--- src/rtl/branch_resolve_queue_pkg.sv ---
// Shared definitions for the branch resolve queue.
//  - Branch type codes carried on enq_type_i / ex_branch_type_o.
//  - FSM state codes for the top-level RUN/FLUSH controller.
//  - Queue entry layout and the mispredict / redirect helpers.
// No ports; imported by brq_fifo and branch_resolve_queue.
package branch_resolve_queue_pkg;

    typedef enum logic [1:0] {
        TypeNo     = 2'b00,
        TypeBranch = 2'b01,
        TypeRet    = 2'b10,
        TypeJ      = 2'b11
    } br_type_e;

    typedef enum logic {
        StRun   = 1'b0,
        StFlush = 1'b1
    } state_e;

    // Fall-through PC skips the branch and its delay slot.
    localparam logic [31:0] DELAY_SLOT_OFFSET = 32'd8;

    typedef struct packed {
        logic [31:0] inst_addr;
        br_type_e    br_type;
        logic        pred_taken;
        logic [31:0] pred_target;
    } brq_entry_t;

    // Conditional branches compare direction, and target only when both sides say taken.
    // ret/j are always taken, so only the target matters.
    function automatic logic is_mispredict(brq_entry_t e, logic taken, logic [31:0] target);
        if (e.br_type == TypeBranch) begin
            return (e.pred_taken != taken) || (taken && (e.pred_target != target));
        end
        return e.pred_target != target;
    endfunction

    function automatic logic [31:0] redirect_pc(logic [31:0] addr, logic taken,
                                                logic [31:0] target);
        return taken ? target : addr + DELAY_SLOT_OFFSET;
    endfunction

endpackage

--- src/rtl/brq_fifo.sv ---
// Circular buffer holding outstanding branch predictions in program order.
// Ports:
//  clk, rst    clock / asynchronous active-low reset
//  push        write push_data at tail (caller guarantees not full)
//  push_data   entry to store
//  pop         advance head (caller guarantees not empty)
//  clear       drop every entry; dominates push/pop
//  head_data   oldest entry (combinational read)
//  full/empty  occupancy flags
module brq_fifo
    import branch_resolve_queue_pkg::*;
#(
    parameter int unsigned DEPTH = 8,
    parameter int unsigned PTR_W = 3
) (
    input  logic       clk,
    input  logic       rst,
    input  logic       push,
    input  brq_entry_t push_data,
    input  logic       pop,
    input  logic       clear,
    output brq_entry_t head_data,
    output logic       full,
    output logic       empty
);

    brq_entry_t       mem [DEPTH];
    logic [PTR_W-1:0] head;
    logic [PTR_W-1:0] tail;
    logic [PTR_W:0]   count;

    // Pointers wrap naturally because DEPTH == 2**PTR_W.
    always_ff @(posedge clk or negedge rst) begin
        if (!rst) begin
            head  <= '0;
            tail  <= '0;
            count <= '0;
        end else if (clear) begin
            head  <= '0;
            tail  <= '0;
            count <= '0;
        end else begin
            if (push) tail <= tail + 1'b1;
            if (pop)  head <= head + 1'b1;
            unique case ({push, pop})
                2'b10:   count <= count + 1'b1;
                2'b01:   count <= count - 1'b1;
                default: count <= count;
            endcase
        end
    end

    // Storage needs no reset; count gates every read.
    always_ff @(posedge clk) begin
        if (push && !clear) mem[tail] <= push_data;
    end

    assign head_data = mem[head];
    assign full      = (count == (PTR_W+1)'(DEPTH));
    assign empty     = (count == '0);

endmodule

--- src/rtl/branch_resolve_queue.sv ---
// In-order queue of front-end branch predictions matched against EX outcomes.
// Emits a one-cycle training stream and, on mispredict, a one-cycle flush with redirect PC.
// Optional feature macro: BRQ_STATS_EN adds stat_resolved_o / stat_mispred_o counters.
// Ports:
//  clk, rst                                   clock / asynchronous active-low reset
//  enq_valid_i/enq_ready_o                    enqueue handshake from inst_buffer
//  enq_inst_addr_i/type_i/pred_taken_i/pred_target_i   prediction being recorded
//  res_valid_i/res_taken_i/res_target_i       EX outcome for the oldest entry
//  ex_branch_type_o/success_o/inst_addr_o     registered training outputs
//  flush_o/redirect_pc_o                      registered mispredict flush and target
//  empty_o                                    no outstanding entries
//  stat_resolved_o/stat_mispred_o             (BRQ_STATS_EN only) event counters
module branch_resolve_queue
    import branch_resolve_queue_pkg::*;
#(
    parameter int unsigned DEPTH = 8,
    parameter int unsigned PTR_W = 3
) (
    input  logic        clk,
    input  logic        rst,
    input  logic        enq_valid_i,
    output logic        enq_ready_o,
    input  logic [31:0] enq_inst_addr_i,
    input  logic [1:0]  enq_type_i,
    input  logic        enq_pred_taken_i,
    input  logic [31:0] enq_pred_target_i,
    input  logic        res_valid_i,
    input  logic        res_taken_i,
    input  logic [31:0] res_target_i,
    output logic [1:0]  ex_branch_type_o,
    output logic        ex_branch_success_o,
    output logic [31:0] ex_inst_addr_o,
    output logic        flush_o,
    output logic [31:0] redirect_pc_o,
    output logic        empty_o
`ifdef BRQ_STATS_EN
    ,
    output logic [31:0] stat_resolved_o,
    output logic [31:0] stat_mispred_o
`endif
);

    state_e     state;
    brq_entry_t head_entry;
    brq_entry_t enq_entry;
    logic       full;
    logic       empty;
    logic       res_accept;
    logic       mispred;
    logic       push;
    logic       pop;

    assign enq_ready_o = (state == StRun) && !full;
    assign empty_o     = empty;

    // Resolves are ignored while flushing or when nothing is outstanding.
    assign res_accept = res_valid_i && (state == StRun) && !empty;
    assign mispred    = res_accept && is_mispredict(head_entry, res_taken_i, res_target_i);

    // A mispredict wipes the queue, so a same-cycle enqueue is younger-than-branch and dropped.
    assign push = enq_valid_i && enq_ready_o && (br_type_e'(enq_type_i) != TypeNo) && !mispred;
    assign pop  = res_accept && !mispred;

    always_comb begin
        enq_entry             = '0;
        enq_entry.inst_addr   = enq_inst_addr_i;
        enq_entry.br_type     = br_type_e'(enq_type_i);
        enq_entry.pred_taken  = (br_type_e'(enq_type_i) == TypeBranch) ? enq_pred_taken_i : 1'b1;
        enq_entry.pred_target = enq_pred_target_i;
    end

    brq_fifo #(
        .DEPTH (DEPTH),
        .PTR_W (PTR_W)
    ) u_fifo (
        .clk       (clk),
        .rst       (rst),
        .push      (push),
        .push_data (enq_entry),
        .pop       (pop),
        .clear     (mispred),
        .head_data (head_entry),
        .full      (full),
        .empty     (empty)
    );

    // FSM plus registered training / flush outputs.
    always_ff @(posedge clk or negedge rst) begin
        if (!rst) begin
            state               <= StRun;
            ex_branch_type_o    <= TypeNo;
            ex_branch_success_o <= 1'b0;
            ex_inst_addr_o      <= '0;
            flush_o             <= 1'b0;
            redirect_pc_o       <= '0;
        end else begin
            ex_branch_type_o    <= res_accept ? head_entry.br_type : TypeNo;
            ex_branch_success_o <= res_accept && res_taken_i;
            ex_inst_addr_o      <= res_accept ? head_entry.inst_addr : '0;
            flush_o             <= mispred;
            redirect_pc_o       <= mispred ?
                                   redirect_pc(head_entry.inst_addr, res_taken_i, res_target_i) :
                                   '0;
            unique case (state)
                StRun:   if (mispred) state <= StFlush;
                StFlush: state <= StRun;
                default: state <= StRun;
            endcase
        end
    end

`ifdef BRQ_STATS_EN
    always_ff @(posedge clk or negedge rst) begin
        if (!rst) begin
            stat_resolved_o <= '0;
            stat_mispred_o  <= '0;
        end else begin
            if (res_accept) stat_resolved_o <= stat_resolved_o + 32'd1;
            if (mispred)    stat_mispred_o  <= stat_mispred_o + 32'd1;
        end
    end
`endif

endmodule

--- config.mk ---
export PLATFORM = sky130hd
export DESIGN_NAME = branch_resolve_queue
export DESIGN_NICKNAME = d
export VERILOG_FILES = /design/src/rtl/branch_resolve_queue_pkg.sv /design/src/rtl/brq_fifo.sv /design/src/rtl/branch_resolve_queue.sv
export SDC_FILE = /design/constraint.sdc
export NUM_CORES = 1
export LEC_CHECK = 0
export BUFFER_PORTS_ARGS = -buffer_cell sky130_fd_sc_hd__buf_2
export CAP_MARGIN = 20
export CORE_UTILIZATION = 45
export CTS_CLUSTER_DIAMETER = 150
export DETAILED_ROUTE_END_ITERATION = 10
export SYNTH_ARGS = -nofsm -noshare
export SYNTH_HDL_FRONTEND = slang
export SYNTH_HIERARCHICAL = 1
export SYNTH_SLANG_ARGS = --single-unit
--- constraint.sdc ---
create_clock -name clk -period 23.6 [get_ports clk]
set_clock_uncertainty 0.15 [all_clocks]
set_input_delay 1.18 -clock clk [delete_from_list [all_inputs] [get_ports clk]]
set_output_delay 1.18 -clock clk [all_outputs]
set_load 0.005 [all_outputs]
Word level (Yosys, flattened, before mapping)
Memory sizes are Yosys's and may differ from the RTL's. Cells that the tools add are included.

$add $sub $neg: 5. Equality and inequality tests: 7. Muxes and demuxes: 18. Bitwise logic cells: 1. Reductions and logical operators: 20.

Operators with widths (count): $mux W32 (3); $add A32 B4 Y32 const B (1); $ne A32 B32 Y1 (1); $mux W3 (4); $logic_and A1 B1 Y1 (11); $pmux W4 S2 (1); $mux W1 (7); $add A3 B1 Y3 const B (2); $eq A2 B1 Y1 const B (3); $reduce_bool A2 Y1 (3); $add A4 B1 Y4 const B (1); $eq A4 B4 Y1 const B (1); $logic_not A4 Y1 (1); $mux W4 (1); $sub A4 B1 Y4 const B (1); $logic_not A1 Y1 (3); $reduce_bool A3 Y1 (1); $eq A2 B2 Y1 const B (1); $mux W2 (1); $pmux W1 S2 (1); $logic_or A1 B1 Y1 (1); $ne A1 B1 Y1 (1); $not A1 Y1 (1).

Bits in registers: 79. RAM bits: 536. Input bits: 104. Output and inout bits: 70. Word-level logic and storage cells: 61. Memories kept: 1.

Memory list: u_fifo.mem (words 8, bits a word 67, read ports 1, clocked after memory_dff 0, wr ports 1, line brq_fifo.sv:27) `brq_entry_t mem [DEPTH];`.

Longest topological paths before layout
An unclocked memory read counts as a cell.

Depth in word-level cells: 12. Gate-level depth with buffers: 17.

Modules after synthesis
Netlist, hierarchy kept.

By module, submodules not included: brq_fifo (times used 1, cells an instance 852, area an instance 20990.1 sq um, seq. area each 16345.7 sq um); branch_resolve_queue (times used 1, cells an instance 334, area an instance 3562.2 sq um, seq. area each 1726.7 sq um).

Worst setup path after synthesis
No wires, ideal clock.

Path kind: reg-to-reg. Start: reg u_fifo.head[1]. End: mem u_fifo/mem[0][0] (netlist name) (enable). Arrival: 8093 ps. Setup slack: 14783 ps. Cell stages (with the launch flop): 14. Buffers on the path: 4. Cell sequence: dfrtp_1 > buf_2 > buf_4 > clkbuf_1 > mux4_2 > mux2_4 > xor2_1 > nor4_1 > nand4_1 > o31ai_2 > clkbuf_1 > nor2_1 > or3b_2 > nor3_1.

RTL lines: from (decl) (line brq_fifo.sv:28) `logic [PTR_W-1:0] head;`; from (signal assigned) (line brq_fifo.sv:44) `if (pop) head <= head + 1'b1;`; to (decl) (line brq_fifo.sv:27).

==> load_flow_metrics.sql <==
INSERT INTO impl_metrics (metric_group, metric, value, unit) VALUES
('timing', 'setup_tns', '0', 'ps'),
('final_layout', 'seq_area', '18080', 'um^2'),
('power_and_ir_drop', 'total_leakage_power', '9.601', 'nW'),
('global_route', 'pin_count_of_the_biggest_net_entering_global_routing', '106', ''),
('floorplanning', 'core_area', '53810', 'um^2'),
('flow_run', 'maximum_capacitance_violations', '0', ''),
('timing', 'timing.final.hold_violations', '0', ''),
('critical_path', 'crit_type', 'flip-flop to flip-flop', ''),
('critical_path', 'timing.critical_path.to_type', 'flip-flop', ''),
('critical_path', 'slowest_stage', 'sky130_fd_sc_hd__dfrtp_4', ''),
('yosys', 'portion_of_the_post_synthesis_area_used_by_sequential_elements', '0.7361', ''),
('yosys', 'post_synth_most_frequent_cells', 'sky130_fd_sc_hd__edfxtp_1, sky130_fd_sc_hd__mux4_2, sky130_fd_sc_hd__dfrtp_1', ''),
('critical_path', 'setup.reg_to_reg.worst_slack', '16250', 'ps'),
('global_route', 'gr-total-overflow', '0', ''),
('yosys', 'syn-cell-area', '24550', 'um^2'),
('yosys', 'synth_enable_flop_cells', '536', ''),
('routing', 'average_wire_per_cell_in_the_routed_design', '26.53', 'um'),
('clocking', 'post_cts.repair.setup_buffers', '0', ''),
('critical_path', 'rr_endpoint', 'u_fifo/mem[0][16]', ''),
('critical_path', 'worstSetupStartpointType', 'flip-flop', ''),
('clocking', 'cts-root-buf', 'sky130_fd_sc_hd__clkbuf_16', ''),
('routing', 'dr_total_vias', '11890', ''),
('routing', 'drt_first_iter_violations', '1002', ''),
('yosys', 'synth_most_common_cell', 'sky130_fd_sc_hd__edfxtp_1', ''),
('floorplanning', 'die_height', '235.6', 'um'),
('critical_path', 'critPathTopFamily', 'buffers and inverters', ''),
('timing', 'tightestPinTransition', '1029', 'ps'),
('floorplanning', 'rows', '85', ''),
('critical_path', 'worstSetupPathDepth', '14', ''),
('timing', 'final_setup_viols', '0', ''),
('final_layout', 'final_layout_size_suffix_gt1_frac', '0.3540', ''),
('clocking', 'cts.clk_slew.worst_paths', '60', 'ps'),
('routing', 'routed_wirelength', '56.60', 'mm'),
('clocking', 'cts.htree.levels', '2', ''),
('critical_path', 'critical_path_buf_inv_count', '5', ''),
('timing', 'max_freq', '136.0', 'MHz'),
('timing', 'final-max-slew-violation-count', '0', ''),
('critical_path', 'first_element_of_the_critical_path', 'u_fifo/head[1]', ''),
('critical_path', 'timing.reg2reg.worst_path_depth', '14', ''),
('global_route', 'combined_global_route_utilization_of_all_metal_layers', '0.2078', ''),
('routing', 'postRouteAntennaNets', '0', ''),
('floorplanning', 'die-area', '55500', 'um^2'),
('yosys', 'dominant_register_cell_in_the_synthesized_netlist', 'sky130_fd_sc_hd__edfxtp_1', ''),
('yosys', 'syn_nets', '1295', ''),
('critical_path', 'worst_path_largest_cell_delay', '850', 'ps'),
('critical_path', 'critical_path.endpoint', 'u_fifo/mem[0][16]', ''),
('placed_design', 'place_congestion', '0.7871', ''),
('global_route', 'antenna_violations_before_repair', '10', ''),
('yosys', 'synth_cell_type_count', '56', ''),
('routing', 'drt_drc_violations_left', '0', ''),
('timing', 'final.period_utilization', '0.3116', ''),
('yosys', 'synthDominantCellAreaShare', '0.6556', ''),
('floorplanning', 'initial_utilization', '0.4562', ''),
('yosys', 'synthTopCellsByArea', 'sky130_fd_sc_hd__edfxtp_1, sky130_fd_sc_hd__mux4_2, sky130_fd_sc_hd__dfrtp_1', ''),
('final_layout', 'filler_cell_count', '4292', ''),
('power_and_ir_drop', 'cellPowerDensity', '97.27', 'nW/um^2'),
('critical_path', 'critPathMaxFanout', '53', ''),
('global_route', 'first_pass_grt_wire_length', '83.46', 'mm'),
('yosys', 'synthDominantAreaCellType', 'sky130_fd_sc_hd__edfxtp_1', ''),
('timing', 'rsz_0062_raised_after_global_routing', 'no', ''),
('outcome', 'run_status', 'finished, final reports clean', ''),
('clocking', 'cts.hold.buffers_added', '0', ''),
('final_layout', 'fin_nets', '1494', ''),
('yosys', 'postSynthAreaPerCell', '20.70', 'um^2'),
('power_and_ir_drop', 'peakVddDrop', '0.05522', 'mV'),
('routing', 'firstDrtPassIters', '5', ''),
('placed_design', 'placed_wire_length_estimate', '34.62', 'mm'),
('floorplanning', 'io_pins', '174', ''),
('floorplanning', 'horizontal_die_dimension', '235.6', 'um'),
('routing', 'vias_per_cell', '5.573', ''),
('global_route', 'first_global_vias', '12270', '');
state kept, by name (all words and copies together) (netlist names):
name and count:
u_fifo/head 3, u_fifo/count 4, flush_o 1, u_fifo/tail 3, ex_branch_success_o 1, state 1, redirect_pc_o 32, ex_branch_type_o 2
ex_inst_addr_o 32, u_fifo/mem 536
layout by cell type (no fill, tap or decap), types with 4 or more instances in the layout:
cell                        count
sky130_fd_sc_hd__clkinv_2      11
sky130_fd_sc_hd__nand2_1       13
sky130_fd_sc_hd__nand4_1       11
sky130_fd_sc_hd__ha_1           5
sky130_fd_sc_hd__mux2_4        50
sky130_fd_sc_hd__mux2i_1       18
sky130_fd_sc_hd__nor2_1        44
sky130_fd_sc_hd__clkbuf_1      15
sky130_fd_sc_hd__nand2b_1       4
sky130_fd_sc_hd__xnor2_1       11
sky130_fd_sc_hd__clkbuf_16     61
sky130_fd_sc_hd__clkinv_1      11
sky130_fd_sc_hd__mux2_2        17
sky130_fd_sc_hd__nor2_4         6
sky130_fd_sc_hd__buf_2        172
sky130_fd_sc_hd__nor4_1        15
sky130_fd_sc_hd__xor2_1        53
sky130_fd_sc_hd__dfrtp_1       76
sky130_fd_sc_hd__buf_4         22
sky130_fd_sc_hd__and2_1        31
sky130_fd_sc_hd__edfxtp_1     536
sky130_fd_sc_hd__nand3_1       16
sky130_fd_sc_hd__nor3_1        24
sky130_fd_sc_hd__bufinv_16      5
sky130_fd_sc_hd__clkbuf_8       8
sky130_fd_sc_hd__a21oi_1        5
sky130_fd_sc_hd__a2111oi_0     11
sky130_fd_sc_hd__inv_1          8
sky130_fd_sc_hd__mux4_2       134
kinds of logic (layout without fill, tap and decap cells):
kind of cell	count (synthesis)	count (layout)	share of synthesized area
simple gates	184	184	0.04123
mux	219	219	0.1686
xor+xnor	64	64	0.02283
fa+ha+maj	5	5	0.002548
buf+inv	67	316	0.01728
other cells	0	2	0
flops	615	615	0.7361
compound gates	32	32	0.01142
routing by layer:
metal  track usage  up-vias  routed length, um
met5             0        -                 89
met4       0.05466       14               1227
met3       0.04690       97               3613
met2        0.3266      357              26950
met1        0.2943     6220              24720
li1              -     5199                  -
area by class of cell:
class,instances,share of cell area
sequential,615,0.6432
clock buffer,84,0.06021
multi-input combinational,504,0.2178
clock inverter,28,0.009168
antenna,2,0.0001780
timing repair buffer,195,0.03721
tap,696,0.03097
inverter,9,0.001202
worst register-to-register path, delay by kind of cell, from the launching register on:
kind,cells,cell delay [ps]
flops,1,850
compound gates,2,510
simple gates,4,1680
buf+inv,5,2880
xor+xnor,1,160
mux,2,730
metrics by stage:
step	utilization	cells	worst slack, ps	area [um^2]	hold slack [ps]
3_3_place_gp	0.4861	2019	16170	26160	432.7
6_report	0.5224	2133	16250	28110	401.9
5_1_grt	0.5224	2132	15850	28110	426.3
3_5_place_dp	0.4861	2019	16110	26160	470.4
2_1_floorplan	-	1186	14780	24550	391.3
4_1_cts	0.5223	2131	16100	28110	407.9
worst min path at each step:
stage / slack, ps / endpoint
after floorplan: 390 / u_fifo/tail[0]
after global placement: 430 / u_fifo/tail[0]
after detailed placement: 470 / u_fifo/tail[0]
after CTS: 410 / flush_o
after global routing: 430 / flush_o
final: 400 / flush_o
report_power, final:
group	internal (mW)	switching (mW)	leakage, nW
Clock	0.551	0.394	0.957
Sequential	1.28	0.0350	5.89
Combinational	0.207	0.264	2.76
(Power assumes the default switching activity.)
